## src/rtl/sat_accumulator.sv

```systemverilog
// Streaming signed accumulator: sums LEN operands wide, saturates to DATA_W, valid/ready out.
// Optional SAT_ACC_RELU_EN clamps negative sums to zero instead of saturating low.
module sat_accumulator #(
    parameter int DATA_W = 32,
    parameter int LEN_W  = 8,
    parameter int ACC_W  = 48
) (
    input  logic              clk,
    input  logic              rst,
    input  logic              start,
    input  logic [LEN_W-1:0]  len,
    input  logic              in_valid,
    output logic              in_ready,
    input  logic [DATA_W-1:0] in_data,
    output logic              out_valid,
    input  logic              out_ready,
    output logic [DATA_W-1:0] out_data,
    output logic              out_sat,
    output logic              busy
);

    typedef enum logic [1:0] {
        IDLE  = 2'd0,
        ACCUM = 2'd1,
        SAT   = 2'd2,
        OUT   = 2'd3
    } state_t;

    localparam logic signed [ACC_W-1:0] MAX_POS =
        {{(ACC_W-DATA_W+1){1'b0}}, {(DATA_W-1){1'b1}}};
`ifndef SAT_ACC_RELU_EN
    localparam logic signed [ACC_W-1:0] MIN_NEG =
        {{(ACC_W-DATA_W+1){1'b1}}, {(DATA_W-1){1'b0}}};
`endif

    state_t                   state_q, state_d;
    logic signed [ACC_W-1:0]  acc_q, acc_d;
    logic [LEN_W-1:0]         cnt_q, cnt_d;
    logic [DATA_W-1:0]        out_data_q, out_data_d;
    logic                     out_sat_q, out_sat_d;
    logic                     beat;
    logic signed [ACC_W-1:0]  in_ext;

    assign in_ready  = (state_q == ACCUM);
    assign out_valid = (state_q == OUT);
    assign busy      = (state_q != IDLE);
    assign out_data  = out_data_q;
    assign out_sat   = out_sat_q;
    assign beat      = in_valid & in_ready;
    assign in_ext    = {{(ACC_W-DATA_W){in_data[DATA_W-1]}}, in_data};

    always_comb begin
        state_d    = state_q;
        acc_d      = acc_q;
        cnt_d      = cnt_q;
        out_data_d = out_data_q;
        out_sat_d  = out_sat_q;
        case (state_q)
            IDLE: begin
                if (start) begin
                    acc_d   = '0;
                    cnt_d   = len;
                    state_d = (len != '0) ? ACCUM : SAT;
                end
            end
            ACCUM: begin
                if (beat) begin
                    acc_d = acc_q + in_ext;
                    cnt_d = cnt_q - 1'b1;
                    if (cnt_q == LEN_W'(1)) state_d = SAT;
                end
            end
            SAT: begin
                state_d = OUT;
                if (acc_q > MAX_POS) begin
                    out_data_d = {1'b0, {(DATA_W-1){1'b1}}};
                    out_sat_d  = 1'b1;
`ifdef SAT_ACC_RELU_EN
                end else if (acc_q < 0) begin
                    // Rectification to zero is the intended function, not an overflow.
                    out_data_d = '0;
                    out_sat_d  = 1'b0;
`else
                end else if (acc_q < MIN_NEG) begin
                    out_data_d = {1'b1, {(DATA_W-1){1'b0}}};
                    out_sat_d  = 1'b1;
`endif
                end else begin
                    out_data_d = acc_q[DATA_W-1:0];
                    out_sat_d  = 1'b0;
                end
            end
            OUT: begin
                if (out_ready) state_d = IDLE;
            end
            default: state_d = IDLE;
        endcase
    end

    always_ff @(posedge clk or posedge rst) begin
        if (rst) begin
            state_q    <= IDLE;
            acc_q      <= '0;
            cnt_q      <= '0;
            out_data_q <= '0;
            out_sat_q  <= 1'b0;
        end else begin
            state_q    <= state_d;
            acc_q      <= acc_d;
            cnt_q      <= cnt_d;
            out_data_q <= out_data_d;
            out_sat_q  <= out_sat_d;
        end
    end

endmodule

```

## config.mk

```make
export PLATFORM = sky130hd
export DESIGN_NAME = sat_accumulator
export DESIGN_NICKNAME = d
export VERILOG_FILES = /design/src/rtl/sat_accumulator.sv
export SDC_FILE = /design/constraint.sdc
export NUM_CORES = 1
export LEC_CHECK = 0
export CAP_MARGIN = 20
export CORE_MARGIN = 3
export CORE_UTILIZATION = 35
export CTS_CLUSTER_SIZE = 28
export DETAILED_ROUTE_END_ITERATION = 6
export PLACE_DENSITY_LB_ADDON = 0.05
export SYNTH_ARGS = -nofsm -noshare
export SYNTH_HDL_FRONTEND = slang
export SYNTH_SLANG_ARGS = --single-unit
export TNS_END_PERCENT = 10
```

## constraint.sdc

```tcl
create_clock -name clk -period 3.2 [get_ports clk]
set_input_delay 0.96 -clock clk [delete_from_list [all_inputs] [get_ports clk]]
set_output_delay 0.96 -clock clk [all_outputs]
set_load 0.01 [all_outputs]
```

# Yosys cells after proc, flatten, opt, wreduce, memory -nomap -nowiden
# Index checks and enable logic that the tools add are counted.
[word_totals] register_bits=91 word_cells=40
[classes] n_reduce_logical=6 bitwise_logic=1 n_lt_le_gt_ge=2 addsub=2 muxes=16 eq_ne=8
[ops] cell="$mux 48" n=2
[ops] cell="$pmux 48 s2" n=1
[ops] cell="$mux 32" n=2
[ops] cell="$add 48x32->48" n=1
[ops] cell="$gt 48x32->1 const B" n=1
[ops] cell="$lt 48x32->1 const B" n=1
[ops] cell="$mux 8" n=2
[ops] cell="$pmux 8 s2" n=1
[ops] cell="$mux 2" n=5
[ops] cell="$eq 8x1->1 const B" n=1
[ops] cell="$pmux 2 s4" n=1
[ops] cell="$reduce_bool 8->1" n=1
[ops] cell="$sub 8x1->8 const B" n=1
[ops] cell="$ne 2x1->1 const B" n=3
[ops] cell="$eq 2x2->1 const B" n=2
[ops] cell="$reduce_and 4->1" n=1
[ops] cell="$reduce_bool 2->1" n=2
[ops] cell="$reduce_and 3->1" n=1
[ops] cell="$eq 2x1->1 const B" n=1
[ops] cell="$logic_not 2->1" n=1
[ops] cell="$mux 1" n=2
[ops] cell="$ne 2x2->1 const B" n=1
[ops] cell="$and 1x1->1" n=1

# Logic depth before layout (Yosys ltp)
[logic_depth] ltp_word=4 depth_mapped=11 ltp_nobuf=11

# Worst setup path after synthesis
# Ideal clock, no wire load.
[synth_timing] path_kind="in2reg" startpoint="input port in_data[28]" endpoint="register acc_q[41]" arrival_ns=3.034 stages=10 n_path_buf=0 setup_time_ns=0.134 slack_ns=0.032 t_required_ns=3.066 cell_sequence="ha_1 -> a21o_1 -> o21bai_1 -> nand2b_1 -> or4_1 -> o22ai_2 -> o211ai_1 -> a21boi_1 -> xor2_1 -> o22ai_1"
[synth_between] elab_chain_len=3
[synth_rtl] item="start, declared" line="14" rtl="input logic [DATA_W-1:0] in_data,"
[synth_rtl] item="$add 48x32->48" line="68" rtl="acc_d = acc_q + in_ext;"
[synth_rtl] item="$mux 48" line="67" rtl="if (beat) begin"
[synth_rtl] item="$pmux 48 s2" line="58" rtl="case (state_q)"
[synth_rtl] item="end signal, assigned" line="103" rtl="acc_q <= '0;"
[synth_rtl] item="end signal, assigned" line="109" rtl="acc_q <= acc_d;"
[synth_rtl] item="end, declared" line="37" rtl="logic signed [ACC_W-1:0] acc_q, acc_d;"
# Every way passes these cells. The select of a mux whose other input is x is not followed.
# A chain may end at the register's enable or synchronous reset.

# Worst setup path after layout
[layout_timing] startpoint="input port in_data[25]" endpoint="register acc_q[41]"
# Same word-level chain as after synthesis.

==> flow_summary.ini <==
[finish]
mostFrequentLayoutCells = buf_4 (174), a21oi_1 (126), dfrtp_1 (91)
antenna_cells = 0
drive_gt1_share_pct = 26.8
fin_area_mm2 = 0.00972
fin_nets = 1132
fin_util_pct = 53.4
final_common_cell = buf_4
area_growth_pct = 48.2
fillers = 1704

[timing]
hold_viol = 0
hold_ws_ns = 0.513
slew_violations = 0
slew_headroom_pct = 50.6
min_period_ns = 3.14
finalSetupViolations = 0
worst_slack_ns = 0.0570
worst_pin_slew_ns = 0.738
finClkSkew_ns = 0.00466
rsz0062_at_grt = yes
fmax_mhz = 318
fin_crit_sh_pct = 98.2

[route]
routedWlPerCell_um = 16.8
drc_errors = 0
drtPass1Iterations = 5
drt_iter0_markers = 437
dr_total_vias = 6719
vias_per_cell = 5.31
ant_nets = 0
drt-total-wl_um = 21300

[floorplanning]
pin_count = 81
die_h_um = 143
design.die.area_mm2 = 0.0204
die_w_um = 143
rows = 49
core_mm2 = 0.0182
initial_core_util_pct = 36.0

[global_routing]
grt_util_all_layers_pct = 21.5
grt_pass1_vias = 6964
grt_pass1_wl_um = 35600
gr-total-overflow = 0
grt_antenna_before_repair = 0
grt_max_degree = 76

[setup_path]
endpoint_kind = flip-flop
critPathRequiredTime_ns = 3.43
cp_max_fo = 3
crit_type = input port to flip-flop
r2r-start = acc_q[28]
crit_arrival_ns = 3.37
worst_setup_path_start_kind = input port
critPathLaunch = in_data[25]

[placement]
gp_congestion = 0.919
io_buffers = 80
dpl_cell_area_mm2 = 0.00884
dpl.hpwl_um = 15900
dp_slack_ns = -0.822

[hold_path]
hold_path.startpoint = out_sat
hp-class = flip-flop to flip-flop

[synth]
syn_area_mm2 = 0.00656
syn_inst = 803
yosysWarnings = 0
yosysUniqueCellTypes = 60
syn_area_per_cell_um2 = 8.16
synth-edff-count = 0
yosysSeqAreaShare_pct = 34.7
synth_nets = 903
synthArstFlopShare_pct = 100
ys_ff_latch = 91
ys.flop_type = dfrtp_1

[clock_network]
cts-buffers-inserted = 9
root_buffer = clkbuf_16
clkSlewWorstSetupHoldPaths_ns = 0.07
cts_tree = yes
clk_path_buf_depth = 2
insertion_delay_ns = 0.35
holdBufCountCts = 0
htree_levels = 3
clock-sinks = 91

[job]
cap_viol_max_count = 0

[outcome]
outcome = completed

[power_and_ir_drop]
power_density_mw_per_mm2 = 1070
leakagePower_nw = 4.24
vdd_drop_max_v = 0.000483
[kinds of logic after synthesis]
kind of cell,count (synthesis),share of synthesized area (%)
AO/OA/AOI/OAI,304,27.5
XOR/XNOR,42,5.61
adder cells (fa/ha/maj),55,10.6
buffers and inverters,69,4.10
flip-flops,91,34.7
multiplexers,2,0.324
AND/OR/NAND/NOR,240,17.1
[metal layers]
layer / routed length [um] / vias to the layer above / track usage, %
met5: 0 / - / 0
met4: 248 / 0 / 4.50
met3: 713 / 22 / 3.11
met2: 9810 / 131 / 34.9
met1: 10500 / 3192 / 30.6
li1: - / 3374 / -
[where the power goes]
group          switching [mW]  internal (mW)
combinational            3.63           3.43
sequential              0.557           1.65
clock                   0.501          0.633
[final cells by class]
type	count	area, um^2	share of cell area, %
Inverter	26	101	1.04
Multi-Input combinational cell	643	4550	46.8
Clock inverter	5	60.1	0.618
Timing Repair Buffer	261	2200	22.6
Sequential cell	91	2280	23.4
Tap cell	229	287	2.95
Clock buffer	11	243	2.50
[state kept, by name, summed over array words and instances (netlist names)]
name      count
out_data     32
state_q       2
acc_q        48
cnt_q         8
out_sat       1
[critical path, cell delays in order]
cell	delay (ns)
clkdlybuf4s50_1	0.42
ha_2	0.22
a21oi_4	0.16
o21bai_4	0.09
nand2b_4	0.13
or4_4	0.54
o22ai_4	0.18
o211ai_1	0.17
a21boi_2	0.24
xor2_1	0.16
o22ai_1	0.08
[path summary, 6_finish.rpt]
check / cells after the start / slack (ns) / end
setup / recovery: 11 / 0.06 / acc_q[41]
hold / removal: 1 / 0.51 / out_sat
setup reg to reg: 10 / 0.46 / acc_q[41]
hold reg to reg: 1 / 0.51 / out_sat
max in group asynchronous: 3 / 1.79 / acc_q[22]
min in group asynchronous: 3 / 1.04 / state_q[1]
[metrics by stage]
step                      std cells  setup TNS, ns  total power, mW
after floorplan                 803              0             5.75
after global placement         1242         -13.49             8.54
after detailed placement       1242         -16.02             8.62
after CTS                      1264              0             10.3
after global routing           1266        -0.0462             11.3
final                          1266              0             10.4
[what timing repair did]
action / in CTS / in global routing
hold endpoints to repair: 0 / 0
buffers inserted: 6 / 2
setup endpoints to repair: 24 / 16
pin swaps: 38 / 27
gates resized for setup: 82 / 36
[cells in the mapped netlist (2+ instances only)]
library cell  instances  share of area (%)
a21oi_1             135                 10
dfrtp_1              91                 35
nand2_1              82                4.7
o21ai_0              77                5.9
nor2_1               63                3.6
ha_1                 54                 10
clkbuf_1             37                2.1
inv_1                26                1.5
nand4_1              26                2.5
nand3_1              21                1.6
xnor2_1              21                2.8
xor2_1               21                2.8
a21o_1               14                1.6
nor3_1               13               0.99
o21bai_1              8               0.92
nor4_1                7               0.67
o21a_1                7               0.80
o31ai_1               7               0.80
a22o_1                6               0.80
and3_1                6               0.57
nand2b_1              6               0.57
a211oi_1              5               0.57
buf_2                 5               0.38
o21ai_1               5               0.38
o22ai_1               5               0.48
a221oi_1              4               0.53
a31oi_1               4               0.38
o211ai_1              4               0.46
or4_1                 4               0.46
nor2b_1               3               0.29
a211o_1               2               0.27
a2bb2oi_1             2               0.27
and2_1                2               0.19
nand4b_1              2               0.27
o21bai_2              2               0.34
o31a_1                2               0.27
(Power assumes the default switching activity.)
